--- config.mk ---
export PLATFORM = sky130hd
export DESIGN_NAME = scan_decoder
export DESIGN_NICKNAME = d
export VERILOG_FILES = /design/src/rtl/scan_decoder.sv
export SDC_FILE = /design/constraint.sdc
export NUM_CORES = 1
export LEC_CHECK = 0
export CAP_MARGIN = 10
export CELL_PAD_IN_SITES_DETAIL_PLACEMENT = 0
export CELL_PAD_IN_SITES_GLOBAL_PLACEMENT = 1
export CORE_MARGIN = 2
export CORE_UTILIZATION = 35
export CTS_BUF_LIST = sky130_fd_sc_hd__clkbuf_2
export DETAILED_ROUTE_END_ITERATION = 8
export GPL_ROUTABILITY_DRIVEN = 1
export PLACE_DENSITY_LB_ADDON = 0.3
export SYNTH_ARGS = -nofsm -noshare
export SYNTH_HDL_FRONTEND = slang
export SYNTH_SLANG_ARGS = --single-unit
--- constraint.sdc ---
create_clock -name clk -period 1.76 [get_ports clk]
set_input_delay 0.44 -clock clk [delete_from_list [all_inputs] [get_ports clk]]
set_output_delay 0.44 -clock clk [all_outputs]
set_load 0.02 [all_outputs]
--- src/rtl/scan_decoder.sv ---
// Registered one-hot decoder with auto-scan sequencer; optional blanking gap via SCAN_DEC_BLANK_EN.
// Latency: one cycle from en/mode/in to out/idx/wrap; no backpressure, outputs advance every cycle.
module scan_decoder #(
  parameter int SEL_W = 3,
  parameter int DWELL = 4,
  parameter int DW_W  = 16,
  localparam int OUT_W = 2**SEL_W
) (
  input  logic             clk,
  input  logic             rst_n,
  input  logic             en,
  input  logic             mode,
  input  logic [SEL_W-1:0] in,
  output logic [OUT_W-1:0] out,
  output logic [SEL_W-1:0] idx,
  output logic             wrap
);

`ifdef SCAN_DEC_BLANK_EN
  typedef enum logic [1:0] {OFF = 2'd0, DIRECT = 2'd1, SCAN = 2'd2, BLANK = 2'd3} state_e;
`else
  typedef enum logic [1:0] {OFF = 2'd0, DIRECT = 2'd1, SCAN = 2'd2} state_e;
`endif

  localparam logic [DW_W-1:0]  CNT_LAST = DW_W'(DWELL - 1);
  localparam logic [SEL_W-1:0] IDX_LAST = {SEL_W{1'b1}};
  localparam logic [OUT_W-1:0] ONE_HOT0 = {{(OUT_W-1){1'b0}}, 1'b1};

  state_e           state_q, state_d;
  logic [SEL_W-1:0] idx_q, idx_d;
  logic [DW_W-1:0]  cnt_q, cnt_d;
  logic [OUT_W-1:0] out_q, out_d;
  logic             wrap_q, wrap_d;

  always_comb begin
    state_d = state_q;
    idx_d   = idx_q;
    cnt_d   = cnt_q;
    wrap_d  = 1'b0;
    out_d   = '0;

    if (!en) begin
      // idx and counter hold; the counter is cleared again on re-enable
      state_d = OFF;
    end else begin
      case (state_q)
        SCAN: begin
          if (!mode) begin
            state_d = DIRECT;
            idx_d   = in;
            cnt_d   = '0;
          end else if (cnt_q == CNT_LAST) begin
            cnt_d  = '0;
            idx_d  = idx_q + 1'b1;
            wrap_d = (idx_q == IDX_LAST);
`ifdef SCAN_DEC_BLANK_EN
            state_d = BLANK;
`endif
          end else begin
            cnt_d = cnt_q + 1'b1;
          end
        end
        default: begin
          // OFF, DIRECT and BLANK all re-enter scan from the held idx with a fresh dwell
          cnt_d = '0;
          if (mode) begin
            state_d = SCAN;
          end else begin
            state_d = DIRECT;
            idx_d   = in;
          end
        end
      endcase
    end

    if (state_d == DIRECT || state_d == SCAN) begin
      out_d = ONE_HOT0 << idx_d;
    end
  end

  always_ff @(posedge clk or negedge rst_n) begin
    if (!rst_n) begin
      state_q <= OFF;
      idx_q   <= '0;
      cnt_q   <= '0;
      out_q   <= '0;
      wrap_q  <= 1'b0;
    end else begin
      state_q <= state_d;
      idx_q   <= idx_d;
      cnt_q   <= cnt_d;
      out_q   <= out_d;
      wrap_q  <= wrap_d;
    end
  end

  assign out  = out_q;
  assign idx  = idx_q;
  assign wrap = wrap_q;

endmodule

==> results of run 1 <==
## repair_timing
action | 4_1_cts | 5_1_grt
pin swaps | 9 | 25
cloned | 0 | 1
buffers inserted | 4 | 7
resized for setup | 33 | 44
hold endpoints to repair | 0 | 0
endpoints found under the setup margin | 38 | 25
## cell usage after synthesis, drive strengths merged (2+ instances only)
| master | instances | area share (%) |
|---|---|---|
| or3 | 3 | 1.2 |
| a211oi | 2 | 0.98 |
| inv | 6 | 1.5 |
| o21ai | 11 | 3.6 |
| clkbuf | 3 | 0.74 |
| a21oi | 6 | 2.0 |
| nand2 | 16 | 3.9 |
| o31ai | 6 | 2.9 |
| a22o | 3 | 1.7 |
| and4 | 3 | 1.7 |
| nand3 | 5 | 1.6 |
| nor4b | 2 | 1.1 |
| a21o | 2 | 0.98 |
| nor3 | 12 | 4.7 |
| nor2 | 5 | 1.4 |
| dfrtp | 30 | 49 |
| ha | 3 | 2.5 |
| and3 | 5 | 2.0 |
| nand4 | 4 | 1.6 |
| nand2b | 2 | 0.82 |
| buf | 4 | 1.9 |
| nor3b | 2 | 0.98 |
| nor4 | 5 | 3.4 |
| o21a | 2 | 0.98 |
## kinds of logic (layout without fill, tap and decap cells)
| kind of cell | count (synthesis) | after routing | share of synthesized area (%) |
|---|---|---|---|
| AND/OR/NAND/NOR | 68 | 69 | 26.8 |
| AO/OA/AOI/OAI | 39 | 39 | 16.9 |
| flip-flops | 30 | 30 | 49.1 |
| buffers and inverters | 13 | 80 | 4.10 |
| adder cells (fa/ha/maj) | 3 | 3 | 2.46 |
| multiplexers | 1 | 1 | 0.655 |
## critical path: cells and delay by family, from the launching register on
| family | cells | cell delay [ps] |
|---|---|---|
| AO/OA/AOI/OAI | 1 | 220 |
| adder cells (fa/ha/maj) | 1 | 170 |
| buffers and inverters | 1 | 180 |
| flip-flops | 1 | 440 |
| AND/OR/NAND/NOR | 4 | 900 |
## layout make-up
cell class                 count  area, um2
clock buffer                   5       25.0
sequential                    30        754
timing repair buffer          66        557
inverter                       6       25.0
fill                         384       1890
tap                           52       65.1
clock inverter                 3       16.3
multi-input combinational    112        932
## power by group
part / leakage [nW] / total, mW / internal, mW / switching [mW]
sequential: 0.403 / 0.729 / 0.715 / 0.0144
combinational: 0.667 / 0.293 / 0.130 / 0.163
clock: 0.0264 / 0.346 / 0.0906 / 0.255
total: 1.10 / 1.37 / 0.935 / 0.432
## through the flow
step | total power [mW] | setup slack [ps]
after floorplan | 0.855 | 8.30
after global placement | 0.989 | -242
after detailed placement | 0.991 | -266
after CTS | 1.33 | -144
after global routing | 1.44 | -326
final | 1.37 | -231
## layer usage
metal / global-route usage, % / vias to the layer above / part of all wire (%)
met5: 0 / - / 0
met4: 7.05 / 0 / 2.2
met3: 5.05 / 11 / 4.2
met2: 32.8 / 44 / 53
met1: 19.9 / 751 / 40
li1: - / 713 / -
## worst paths after layout
check,start,slack [ps],to,depth (start not counted)
max,cnt_q[1],-230,out[3],7
min,rst_n,420,cnt_q[13],2
max reg2reg,cnt_q[1],-230,out[3],7
min reg2reg,cnt_q[6],570,cnt_q[6],1
max in group asynchronous,rst_n,1030,cnt_q[6],2
min in group clk,cnt_q[6],570,cnt_q[6],1
## layout by cell type (no fill, tap or decap), types with 3 or more instances in the layout
cell type        instances
clkbuf_2                 5
buf_6                    8
nor2_1                   3
and3_1                   5
o21ai_1                  7
nand3_1                  3
nand2_1                 15
nor3_1                   3
a22o_1                   3
clkdlybuf4s50_1          6
dfrtp_2                  3
inv_1                    4
nor3_4                   3
nand4_1                  4
a21oi_2                  4
o31ai_1                  3
dfrtp_1                 27
dlygate4sd2_1           11
buf_4                   40
nor3_2                   6
o21ai_2                  4
## state kept, by name, indices dropped and copies added (netlist names)
name	cells
wrap	1
state_q	2
idx	3
out	8
cnt_q	16
==> results.md, run 1 <==
- DIE HEIGHT: 70.1 um
- Max VDD drop: 0.396 mV
- Die area: 0.00491 mm2
- DR vias/cell: 5.54
- Initial antenna violation count: 0
- PD cells: 576 mW/mm2
- Fin Setup TNS: -2660 ps
- Most frequent CP cell: nand4_1
- Final net count: around 230
- Largest net degree at the start of global routing: 31
- Mapped Avg Cell Area: 9.92 um2
- Count of endpoints failing setup in the final report: 22
- Fraction of layout cells with a size suffix above 1: 44.6%
- Number of global-route vias before repair: approximately 1500
- Hold-fix buffers at CTS: 0
- Synth Net Count: 164
- CTS Sinks: 30
- Fin. Hold Viols: 0
- DRC violations left: 0
- Placed cell count: 255
- Final GP Congestion: 0.851
- Routed Antenna Nets: 0
- Worst-Skew Late Latency: 370 ps
- RSZ-0062 raised after global routing: true
- Setup clock skew after layout: 17.5 ps
- Core Rows: 24
- Final core occ: 55.7%
- Cells after Synth: 154
- Register bit count reported by yosys: 30
- CTS tree: yes
- Crit path time final: 1990 ps
- Max clock buf depth: 2
- Startpoint Class: register
- Number of flops mapped to enable cells by yosys: 0
- Congestion Overflow GR: 0
- Kind of end point of the critical path: register
- Top-level I/O count: 19
- CTS Root Cell: clkbuf_2
- # diodes: 0
- Final Cell Area: 0.00237 mm2
- Library cells used by synthesis: 43
- Placed cell areas: 0.00203 mm2
- CTS clk-pin slew, worst paths: 170 ps
- Wirelength, routed: between 4 and 5 mm
- CP max-delay cell: dfrtp_1
- Leakage: 1.10 nW
- Core box area: 0.00426 mm2
- Router iterations before antenna repair: 4
- DRT iter0 DRCs: 43
- Tcrit/Tclk final: 113%
- Pins Over Slew Limit: 0
- Prevailing post-synth register cell: dfrtp_1
- Post-synthesis cell area: 0.00153 mm2
- Outcome: finished, violations left
- Initial core utilization: 35.8%
- Rel. slew slack: 74.2%
- Global-route wire length before repair: about 7 mm
- Yosys warnings: 0
- Worst Slack Setup Final: -231 ps
- Crit path cell chain: ha_4 -> nor4b_4 -> nand4_1 -> buf_4 -> o211ai_1 -> nand4_1 -> nor3_1
- WS Path Type: register to register
- Tightest Pin Transition: between 300 and 400 ps
- FMAX: 502 MHz
- Failing checks: negative setup slack
- Layout area overhead: 55.4%
- Worst Hold Class: primary input to asynchronous set/reset pin
- DP HPWL: ~2.9 mm
- Hold slack: 422 ps
- Worst-path fanout max: 5
- Final Non-Filler Cells: 274
- Crit path required time: roughly 2100 ps
- DR vias: 1519
- H-tree levels: 2
- Max Cap Viol: 0
- DIE WIDTH: 70.1 um
- Fraction of the yosys area taken by sequential cells: 49.1%
- Total CTS buffers: 5
- WP data arrival: approximately 2300 ps
- Max incr delay on CP: 440 ps
- I/O Buffers: 18
- Share of flip-flops with an asynchronous set or reset: 100%
- Total track usage: 18.1%
- Routed length per instance: between 15 and 20 um
Power figures use the tool's default switching activity.
==> run 2, diff against run 1 <==
--- a/config.mk
+++ b/config.mk
@@ -5,7 +5,7 @@
 export SDC_FILE = /design/constraint.sdc
 export NUM_CORES = 1
 export LEC_CHECK = 0
-export CAP_MARGIN = 10
+export CAP_MARGIN = 20
 export CELL_PAD_IN_SITES_DETAIL_PLACEMENT = 0
 export CELL_PAD_IN_SITES_GLOBAL_PLACEMENT = 1
 export CORE_MARGIN = 2
==> results of run 2 <==
No change in the layout: final DEF, timing and power equal those of run 1.
==> run 3, diff against run 2 <==
--- a/config.mk
+++ b/config.mk
@@ -13,6 +13,7 @@
 export CTS_BUF_LIST = sky130_fd_sc_hd__clkbuf_2
 export DETAILED_ROUTE_END_ITERATION = 8
 export GPL_ROUTABILITY_DRIVEN = 1
+export GPL_TIMING_DRIVEN = 0
 export PLACE_DENSITY_LB_ADDON = 0.3
 export SYNTH_ARGS = -nofsm -noshare
 export SYNTH_HDL_FRONTEND = slang
==> results.md, run 3 (synthesized netlist as in run 1, its figures left out) <==
- Register area: 766 um2
- Largest net degree at the start of global routing: 19
- Max VDD drop: 0.415 mV
- RSZ-0062 raised after global routing: true
- Net Sw Frac: 32.3%
- Core Rows: 24
- Final GP Congestion: 0.834
- Layout fillers: 369
- Router iterations before antenna repair: 4
- Leakage: 1.03 nW
- Total CTS buffers: 5
- Final net count: 217
- Failing checks: negative setup slack
- Crit path cell chain: nor4b_4 -> nand4_1 -> or3_4 -> a31o_4 -> nor3_2
- I/O Buffers: 18
- Initial core utilization: between 30% and 40%
- FMAX: 532 MHz
- DR vias/cell: 5.81
- Placed cell count: 225
- Critical path buffers and inverters: 0
- Worst-path fanout max: 5
- Register share of total power: 53.1%
- R2R setup slack: -120 ps
- Rel. slew slack: 51.6%
- Top-level I/O count: 19
- Critical Path End: out[5]
- Routed Antenna Nets: 0
- DR vias: 1511
- Core box area: 0.00426 mm2
- Initial antenna violation count: 0
- Tcrit/Tclk final: 107%
- Max Cap Viol: 0
- Max reg flops: 16
- Total track usage: 18.5%
- DIE WIDTH: 70.1 um
- WP data arrival: 2190 ps
- Tightest Pin Transition: 724 ps
- Outcome: finished, violations left
- Fin. Hold Viols: 0
- Global-route wire length before repair: between 7 and 8 mm
- Max incr delay on CP: between 500 and 600 ps
- P_sw: 0.446 mW
- WS Path Type: register to register
- Wirelength, routed: between 4 and 5 mm
- Layout area overhead: 50.7%
- Comb pwr share: 20.9%
- Worst Slack Setup Final: -121 ps
- CTS clk-pin slew, worst paths: ~190 ps
- Final Non-Filler Cells: 260
- Setup clock skew after layout: about 27 ps
- Number of global-route vias before repair: 1486
- Hold-fix buffers at CTS: 0
- Reg with most FFs: cnt_q
- Startpoint Class: register
- DRT iter0 DRCs: 135
- Worst Hold Class: primary input to asynchronous set/reset pin
- CTS tree: yes
- PD cells: 599 mW/mm2
- Crit path time final: roughly 1900 ps
- Crit path depth: 5
- H-tree levels: 2
- Count of endpoints failing setup in the final report: 15
- Congestion Overflow GR: 0
- Crit. Startpoint: cnt_q[9]
- CTS Root Cell: clkbuf_2
- Pins Over Slew Limit: 0
- Worst reg2reg path depth: 5
- Most frequent cells in the layout: 22 x buf_4, 18 x dfrtp_1, 15 x nand2_1
- Crit path required time: 2070 ps
- # diodes: 0
- Fin Setup TNS: -895 ps
- Internal Pwr Total: 0.934 mW
- Largest delay share family, worst path: simple AND/OR/NAND/NOR gates
- Clock power frac: 26.0%
- Leading cell type in the layout, fill and taps excluded: buf_4
- DRC violations left: 0
- Worst-Skew Late Latency: 390 ps
- Kind of end point of the critical path: register
- R2R Path Start: cnt_q[9]
- Die area: 0.00491 mm2
- Fraction of layout cells with a size suffix above 1: 44.2%
- Reg2reg end: out[5]
- DIE HEIGHT: approximately 70 um
- Multi-input gate area: 947 um2
- CP max-delay cell: dfrtp_2
- Routed length per instance: 17.6 um
- DP HPWL: 2.65 mm
- Max clock buf depth: 2
- CTS Sinks: 30
==> run 3: what timing repair did <==
| item | 4_1_cts | 5_1_grt |
|---|---|---|
| setup buffers | 20 | 7 |
| pin swaps | 20 | 28 |
| gates cloned | 2 | 0 |
| gates resized for setup | 43 | 44 |
| setup endpoints to repair | 39 | 26 |
| endpoints found under the hold margin | 0 | 0 |
==> run 3: how the worst min path moves through the flow <==
stage               from        end  slack, ps  cells past startpoint
5_1_grt            rst_n   cnt_q[9]        490                      1
3_5_place_dp   cnt_q[12]  cnt_q[12]        520                      1
2_1_floorplan      rst_n   cnt_q[0]        140                      0
6_report           rst_n   cnt_q[9]        440                      1
4_1_cts            rst_n  cnt_q[10]        480                      1
3_3_place_gp    cnt_q[0]   cnt_q[0]        500                      1
==> run 3: power by group through the flow <==
stage,Clock (mW),Combinational [mW],Sequential (mW)
2_1_floorplan,0,0.0852,0.770
3_3_place_gp,0,0.206,0.747
3_5_place_dp,0,0.217,0.747
4_1_cts,0.359,0.242,0.731
5_1_grt,0.400,0.311,0.736
6_report,0.359,0.288,0.732
==> run 3: routing by layer <==
metal	GRT usage (%)	vias up	routed length, um
met4	7.26	0	65
met5	0	-	0
met2	30.3	63	2300
li1	-	685	-
met1	23.5	751	1940
met3	4.76	12	265
==> run 3: layout make-up <==
class                   count  share of cell area, %
multi-input cells         112                   41.1
flip-flops and latches     30                   33.3
repair buffers             47                   18.5
well taps                  52                   2.83
plain buffers               5                   1.52
clock buffers               5                   1.09
inverters                   6                  0.978
clock inverters             3                  0.707
==> run 3: per-stage QoR <==
step	area, um2	power [mW]	hold WS (ps)	util [%]	worst slack [ps]
after global placement	1780	0.953	499	41.8	-724
after global routing	2300	1.45	485	54.0	-199
final	2300	1.38	443	54.0	-121
after CTS	2100	1.33	479	49.2	-125
after detailed placement	1810	0.964	520	42.5	-743
after floorplan	1540	0.855	144	-	8.30
